**src/rtl/osd_cmd_tx.sv**
```systemverilog
// rtl/osd_cmd_tx.sv - OSD overlay port command transmitter
// Serialises DISABLE / ENABLE / ENABLE_INFO / WRITE requests onto io_osd/io_strobe/io_din.
module osd_cmd_tx #(
  parameter int STB_HI = 2,
  parameter int STB_LO = 2,
  parameter int GAP    = 4
) (
  input  logic        clk_sys,
  input  logic        rst_n,
  input  logic        cmd_valid,
  output logic        cmd_ready,
  input  logic [1:0]  cmd_op,
  input  logic [3:0]  wr_blk,
  input  logic        wr_hires,
  input  logic [12:0] wr_len,
  input  logic [11:0] info_x,
  input  logic [11:0] info_y,
  input  logic [5:0]  info_w,
  input  logic [5:0]  info_h,
  output logic [11:0] src_addr,
  input  logic [7:0]  src_data,
  output logic        io_osd,
  output logic        io_strobe,
  output logic [15:0] io_din,
  output logic        busy
);

  localparam logic [1:0] OP_DISABLE     = 2'd0;
  localparam logic [1:0] OP_ENABLE      = 2'd1;
  localparam logic [1:0] OP_ENABLE_INFO = 2'd2;
  localparam logic [1:0] OP_WRITE       = 2'd3;

  localparam logic [2:0] S_IDLE  = 3'd0;
  localparam logic [2:0] S_SETUP = 3'd1;
  localparam logic [2:0] S_HI    = 3'd2;
  localparam logic [2:0] S_LO    = 3'd3;
  localparam logic [2:0] S_END   = 3'd4;

  localparam logic [15:0] HI_LOAD  = 16'(STB_HI - 1);
  localparam logic [15:0] LO_LOAD  = 16'(STB_LO - 1);
  localparam logic [15:0] GAP_LOAD = 16'(GAP - 1);

  logic [2:0]  state;
  logic [15:0] cnt;
  logic [12:0] word_idx;
  logic [12:0] last_idx;
  logic [1:0]  op_q;
  logic [3:0]  blk_q;
  logic [11:0] x_q;
  logic [11:0] y_q;
  logic [5:0]  w_q;
  logic [5:0]  h_q;

  logic [12:0] len_sat;
  logic [12:0] payload_words;
  logic [7:0]  cmd_byte;
  logic [15:0] next_word;
  logic        more_words;

  assign cmd_ready  = (state == S_IDLE);
  assign busy       = (state != S_IDLE);
  assign more_words = (word_idx != last_idx);
  assign len_sat    = (wr_len > 13'd4096) ? 13'd4096 : wr_len;

  always_comb begin
    cmd_byte      = 8'h40;
    payload_words = 13'd0;
    case (cmd_op)
      OP_DISABLE:     cmd_byte = 8'h40;
      OP_ENABLE:      cmd_byte = 8'h41;
      OP_ENABLE_INFO: begin
        cmd_byte      = 8'h45;
        payload_words = 13'd4;
      end
      default: begin
        // wr_blk[3] and the highres flag share bit 3 of the command byte
        cmd_byte      = 8'h20 | {4'h0, wr_hires, 3'b000} | {4'h0, wr_blk};
        payload_words = len_sat;
      end
    endcase
  end

  // word_idx names the word currently on the wire; this is the one after it
  always_comb begin
    next_word = 16'h0000;
    if (op_q == OP_WRITE) begin
      next_word = {8'h00, src_data};
    end else if (op_q == OP_ENABLE_INFO) begin
      case (word_idx[1:0])
        2'd0:    next_word = {4'h0, x_q};
        2'd1:    next_word = {4'h0, y_q};
        2'd2:    next_word = {10'h000, w_q};
        default: next_word = {10'h000, h_q};
      endcase
    end
  end

  always_ff @(posedge clk_sys or negedge rst_n) begin
    if (!rst_n) begin
      state     <= S_IDLE;
      cnt       <= 16'd0;
      word_idx  <= 13'd0;
      last_idx  <= 13'd0;
      op_q      <= 2'd0;
      blk_q     <= 4'd0;
      x_q       <= 12'd0;
      y_q       <= 12'd0;
      w_q       <= 6'd0;
      h_q       <= 6'd0;
      src_addr  <= 12'd0;
      io_osd    <= 1'b0;
      io_strobe <= 1'b0;
      io_din    <= 16'h0000;
    end else begin
      case (state)
        S_IDLE: begin
          if (cmd_valid) begin
            op_q     <= cmd_op;
            blk_q    <= wr_blk;
            x_q      <= info_x;
            y_q      <= info_y;
            w_q      <= info_w;
            h_q      <= info_h;
            last_idx <= payload_words;
            word_idx <= 13'd0;
            io_osd   <= 1'b1;
            io_din   <= {8'h00, cmd_byte};
            state    <= S_SETUP;
          end
        end

        S_SETUP: begin
          io_strobe <= 1'b1;
          cnt       <= HI_LOAD;
          state     <= S_HI;
        end

        S_HI: begin
          if (cnt == 16'd0) begin
            io_strobe <= 1'b0;
            cnt       <= LO_LOAD;
            state     <= S_LO;
            // Address is presented for the whole first LO cycle so the
            // registered RAM data is ready by the last LO cycle.
            if (op_q == OP_WRITE && more_words)
              src_addr <= {blk_q, 8'h00} + word_idx[11:0];
          end else begin
            cnt <= cnt - 16'd1;
          end
        end

        S_LO: begin
          if (cnt == 16'd0) begin
            if (more_words) begin
              word_idx  <= word_idx + 13'd1;
              io_din    <= next_word;
              io_strobe <= 1'b1;
              cnt       <= HI_LOAD;
              state     <= S_HI;
            end else begin
              io_osd <= 1'b0;
              io_din <= 16'h0000;
              cnt    <= GAP_LOAD;
              state  <= S_END;
            end
          end else begin
            cnt <= cnt - 16'd1;
          end
        end

        S_END: begin
          if (cnt == 16'd0)
            state <= S_IDLE;
          else
            cnt <= cnt - 16'd1;
        end

        default: state <= S_IDLE;
      endcase
    end
  end

endmodule
```
**config.mk**
```make
export PLATFORM = sky130hd
export DESIGN_NAME = osd_cmd_tx
export DESIGN_NICKNAME = d
export VERILOG_FILES = /design/src/rtl/osd_cmd_tx.sv
export SDC_FILE = /design/constraint.sdc
export NUM_CORES = 1
export LEC_CHECK = 0
export CAP_MARGIN = 20
export CORE_MARGIN = 3
export CORE_UTILIZATION = 43
export CTS_CLUSTER_DIAMETER = 30
export DETAILED_ROUTE_END_ITERATION = 8
export PLACE_DENSITY_LB_ADDON = 0.08
export RECOVER_POWER = 50
export SLEW_MARGIN = 20
export SYNTH_ARGS = -nofsm -noshare
export SYNTH_HDL_FRONTEND = slang
export SYNTH_SLANG_ARGS = --single-unit
```
**constraint.sdc**
```tcl
create_clock -name clk_sys -period 3.2 [get_ports clk_sys]
set_clock_uncertainty 0.2 [all_clocks]
set_input_delay 0.32 -clock clk_sys [delete_from_list [all_inputs] [get_ports clk_sys]]
set_output_delay 0.32 -clock clk_sys [all_outputs]
set_load 0.02 [all_outputs]
```
Yosys cells after proc, flatten, opt, wreduce, memory -nomap -nowiden
Index checks and enable logic that the tools add are counted.
{"block": "word_totals", "register_bits": 117, "inputBits": 67, "output_inout_bits": 32}
{"block": "classes", "add_sub_neg": 3, "order_cmp": 1, "n_eq_ne": 18, "muxes": 33, "bitwise": 1, "reduce_logical": 18}
{"op": "16-bit two-way mux", "n": 6}
{"op": "16-bit case mux with 4 select lines", "n": 1}
{"op": "13-bit two-way mux", "n": 4}
{"op": "13-bit case mux with 2 select lines", "n": 2}
{"op": "12-bit case mux with 3 select lines", "n": 1}
{"op": "16-bit case mux with 2 select lines", "n": 1}
{"op": "12-bit two-way mux", "n": 2}
{"op": "7-bit case mux with 3 select lines", "n": 1}
{"op": "16-bit logical NOT", "n": 1}
{"op": "4-bit AND reduction", "n": 4}
{"op": "16-bit by 1-bit subtractor with 16-bit output, second input constant", "n": 1}
{"op": "3-bit two-way mux", "n": 5}
{"op": "3-bit case mux with 5 select lines", "n": 1}
{"op": "2-bit inequality test, second input constant", "n": 7}
{"op": "13-bit by 1-bit adder with 13-bit output, second input constant", "n": 1}
{"op": "13-bit > comparator, second input constant", "n": 1}
{"op": "13-bit inequality test", "n": 1}
{"op": "12-bit adder", "n": 1}
{"op": "2-bit == test, second input constant", "n": 4}
{"op": "3-bit by 2-bit == test with 1-bit output, second input constant", "n": 2}
{"op": "1-bit two-way mux", "n": 6}
{"op": "6-bit by 4-bit OR with 6-bit output", "n": 1}
{"op": "3-bit AND reduction", "n": 2}
{"op": "3-bit nonzero test", "n": 2}
{"op": "other kinds (13)", "n": 16}

Depth between registers and ports, before layout
Gate-level depths: netlist (run 1).
{"block": "depth", "depth_word": 7, "mapped_depth": 9, "mapped_depth_nobuf": 8}

Worst setup path after synthesis (run 1)
No wires, ideal clock.
{"block": "synth_path", "kind": "register to register", "from": "register cnt[1]", "to": "register src_addr[0]", "setup_ns": 0.125, "t_arrival_ns": 2.529, "t_required_ns": 2.875, "path_slack_ns": 0.346, "path_stages_with_launch": 10, "n_path_buf": 1, "cell_sequence": "dfrtp_1 -> inv_1 -> ha_1 -> or3b_2 -> or3_1 -> nor2_1 -> nand4b_1 -> nor2_1 -> buf_2 -> mux2_2"}
{"block": "synth_between", "elab_chain_len": 2}
{"item": "from (decl)", "line_no": "44", "source": "logic [15:0] cnt;"}
{"item": "from (signal assigned)", "line_no": "148", "source": "cnt <= cnt - 16'd1;"}
{"item": "from (signal assigned)", "line_no": "167", "source": "cnt <= cnt - 16'd1;"}
{"item": "from (signal assigned)", "line_no": "175", "source": "cnt <= cnt - 16'd1;"}
{"item": "16-bit logical NOT", "line_no": "139", "source": "if (cnt == 16'd0) begin"}
{"item": "3-bit AND reduction (no line)"}
{"item": "to (signal assigned)", "line_no": "146", "source": "src_addr <= {blk_q, 8'h00} + word_idx[11:0];"}
{"item": "to (decl)", "line_no": "20", "source": "output logic [11:0] src_addr,"}
Every way passes these cells.
A chain may end at the register's enable or synchronous reset.

Final worst setup path (run 1)
{"block": "layout_path", "from": "register cnt[1]", "to": "register word_idx[12]"}
{"block": "layout_between", "elab_chain_len": 3}
{"item": "16-bit logical NOT", "line_no": "153", "source": "if (cnt == 16'd0) begin"}
{"item": "2-bit inequality test (no line)"}
{"item": "4-bit AND reduction (no line)"}
{"item": "to (signal assigned)", "line_no": "155", "source": "word_idx <= word_idx + 13'd1;"}
{"item": "to (decl)", "line_no": "45", "source": "logic [12:0] word_idx;"}
Every way passes these cells.

==> results of run 1 <==
[power by group through the flow]
| stage | registers [W] | clock network (W) | logic, W |
|---|---|---|---|
| floorplan | 0.00192 | 0 | 0.000650 |
| global placement | 0.00191 | 0 | 0.00109 |
| detailed placement | 0.00192 | 0 | 0.00111 |
| CTS | 0.00190 | 0.00181 | 0.00112 |
| global route | 0.00194 | 0.00189 | 0.00124 |
| finish | 0.00190 | 0.00178 | 0.00111 |
[worst max path at each step]
stage | start | cells past startpoint | to
3_3_place_gp | cnt[0]$_DFFE_PN0P_ | 8 | word_idx[12]$_DFFE_PN0P_
6_report | cnt[1]$_DFFE_PN0P_ | 8 | word_idx[12]$_DFFE_PN0P_
3_5_place_dp | cnt[1]$_DFFE_PN0P_ | 8 | word_idx[12]$_DFFE_PN0P_
4_1_cts | cnt[1]$_DFFE_PN0P_ | 8 | word_idx[12]$_DFFE_PN0P_
2_1_floorplan | cnt[1]$_DFFE_PN0P_ | 9 | src_addr[0]$_DFFE_PN0P_
5_1_grt | cnt[0]$_DFFE_PN0P_ | 8 | word_idx[12]$_DFFE_PN0P_
[kinds of logic (layout without fill, tap and decap cells)]
logic type | count (synthesis) | after routing | synth area share, %
xor gates and xnor gates | 29 | 29 | 4.53
adders and majority gates | 11 | 11 | 2.59
DFF | 113 | 113 | 50.5
buffers and inverters | 51 | 154 | 3.84
muxes | 14 | 14 | 2.75
other | 1 | 4 | 0.0669
and+or+nand+nor | 290 | 290 | 22.2
AOI/OAI and AO/OA | 116 | 116 | 13.6
[state kept, by name, summed over array words and instances (netlist names)]
register	flops
io_osd	1
w_q	6
h_q	6
blk_q	4
last_idx	13
state	3
io_din	12
io_strobe	1
cnt	16
src_addr	12
op_q	2
word_idx	13
y_q	12
x_q	12
[stage by stage]
stage	util [%]	setup WS, ns	power, W	instances
after floorplan	-	0.346	0.00257	628
after detailed placement	53.1	0.167	0.00303	871
after global placement	53.1	0.217	0.00300	871
final	57.5	0.201	0.00479	903
after CTS	57.6	0.142	0.00483	903
after global routing	57.5	0.0436	0.00507	903
[worst min-delay path, delay by kind of cell]
family	cells	cell delay, ns
and+or+nand+nor	2	0.09
buffers and inverters	1	0.39
[synth_stat cells, types with 2 or more instances]
cell type,instances
a31o_2,3
buf_4,4
o31ai_1,3
or4_1,6
o41ai_1,5
a222oi_1,6
a21o_1,2
nor2b_1,3
a22oi_1,6
nor4_1,5
nand4_1,4
dfrtp_1,113
ha_1,10
a31oi_1,10
buf_1,2
o22a_1,2
or3_1,5
nor3_1,12
nand3_1,8
o21ai_1,2
or2_2,4
and2_1,2
mux2i_1,3
a211oi_1,5
clkbuf_1,29
and3_1,4
a21oi_1,26
o211ai_1,5
xnor2_1,9
xor2_1,20
or4_4,2
inv_1,13
o21ai_0,33
mux2_2,11
nor2_1,44
nand2_1,185
[routing by layer]
layer	GRT usage, %	part of all wire (%)
met1	30.0	48
met2	31.2	45
met3	5.61	5.6
met4	4.94	0.73
met5	0	0
[what timing repair did]
item / 4_1_cts / 5_1_grt
resized for setup: 0 / 1
setup endpoints to repair: 0 / 1
setup buffers: 0 / 0
hold endpoints to repair: 59 / 0
hold buffers: 1 / 0
[area by class of cell]
class	count	share of cell area, %
sequential	113	38.8
multi-input combinational	464	35.4
timing repair buffer	109	14.4
clock buffer	19	6.08
tap	172	2.95
clock inverter	12	1.61
inverter	14	0.721
==> impl_metrics.yaml, run 1 <==
outcome:
  outcome: "finished with violations"
  violations: "capacitance limit, slew limit"
detailed_routing:
  drtAntennaViolNets: 0
  routedWlPerCell_um: 15.9
  vias: 4745
  drtIter0Drc: 447
  totalWireLength_um: 14400
  drc: 0
  via_per_inst: 5.25
  drt-pass1-iter-count: 5
timing:
  period_share_pct: 93.7
  tns_ns: 0
  relSlewSlack_pct: -0.689
  fin_crit_ns: 3.00
  fmax_ghz: 0.333
  hold_viol: 0
  hold_slack_ns: 0.239
  setup_viol_count_final: 0
  worst_pin_slew_ns: 1.51
  rsz0062_at_grt: "false"
  slew_violations: 61
clock_tree:
  htree_levels: 4
  cts_root_buffer: "clkbuf_16"
  clock_sinks: 113
  clk_pin_slew_ns: 0.05
  cts_buffers: 17
  worstSkewPairLatency_ns: 0.41
  cts_tree: "yes"
  clockBufferDepth: 2
layout:
  antenna_cells: 0
  syn_to_final_growth_pct: 30.1
  fillers: 1152
  layout.cells.most_common: "nand2_1"
  final_cell_mix: "nand2_1 (184), dfrtp_1 (113), clkdlybuf4s50_1 (79)"
  multi_input_area_sq_mm: 0.00258
  drive_gt1_share_pct: 9.58
  fin_nets: 797
  area.sequential_sq_mm: 0.00283
  postLayoutCellArea_sq_mm: 0.00729
min_path:
  holdCritStartpoint: "info_x[4]"
  hold_depth: 3
  hold_path_class: "in2reg"
  hold_path_end: "x_q[4]$_DFFE_PN0P_"
worst_setup_path:
  crit_path_max_fanout: 11
  cp.buffers_inverters: 1
  slowest_delay_ns: 0.52
  required_ns: 3.34
  critPathTopFamily: "simple AND/OR/NAND/NOR gates"
  rr_worst_depth: 8
  cp-start-kind: "flop"
  reg2reg_to: "word_idx[12]$_DFFE_PN0P_"
  crit_slowest_cell: "or4_1"
  cp_cell_sequence: "inv_1 -> ha_1 -> or3b_2 -> or3_1 -> o31ai_4 -> o211ai_4 -> or4_1 -> nand2_1"
  cp.arrival_ns: 3.14
  regToRegSetupSlack_ns: 0.20
  crit_type: "reg2reg"
  critPathCaptureType: "flop"
  rr_startpoint: "cnt[1]$_DFFE_PN0P_"
yosys:
  synth_top_cell_by_area: "dfrtp_1"
  synth_warnings: 0
  synthCells: 625
  synth_seq_area_share_pct: 50.5
  async_reset_ff_share_pct: 100
  synth_flop_cell: "dfrtp_1"
  synthesis.area_sq_mm: 0.00560
  yosysTopAreaCellShare_pct: 50.5
  avgSynthCellArea_sq_um: 8.96
  ys_ff_latch: 113
  ys_types: 55
  ys_top_cells_by_area: "dfrtp_1 (50%), nand2_1 (12%), xor2_1 (3.1%), nor2_1 (2.9%), o21ai_0 (2.9%)"
  synth_edf_count: 0
pwr:
  power_density_mw_per_mm2: 656
  p_clk_share_pct: 37.1
  p_leak_nw: 3.45
  swShare_pct: 30.6
  p_seq_share_pct: 39.8
  p_comb_share_pct: 23.1
  power_switching_w: 0.00146
  p_int_w: 0.00332
  ir_drop_mv: 0.514
global_routing:
  grt_max_degree: 65
  grt.overflow.total: 0
  grt_pass1_wl_um: 23700
  grt_pass1_vias: 4611
  grt_use_total_pct: 20.7
  grt_antenna_before_repair: 0
place:
  place.gp.congestion: 0.853
  portBuffers: 94
  hpwl_um: 10000
  placed_area_sq_mm: 0.00673
die:
  initial_core_util_pct: 44.2
  die_w_um: 120
  dieHeight_um: 120
  io_pins: 99
  design.die.area_sq_mm: 0.0144
  core_sq_mm: 0.0127
  std_cell_rows: 41
run:
  drv_cap: 1
(Power assumes the default switching activity.)
==> run 2, diff against run 1 <==
- SETUP_SLACK_MARGIN: unset -> 0.02
==> results of run 2 <==
Final layout, timing and power as in run 1 (identical DEF).
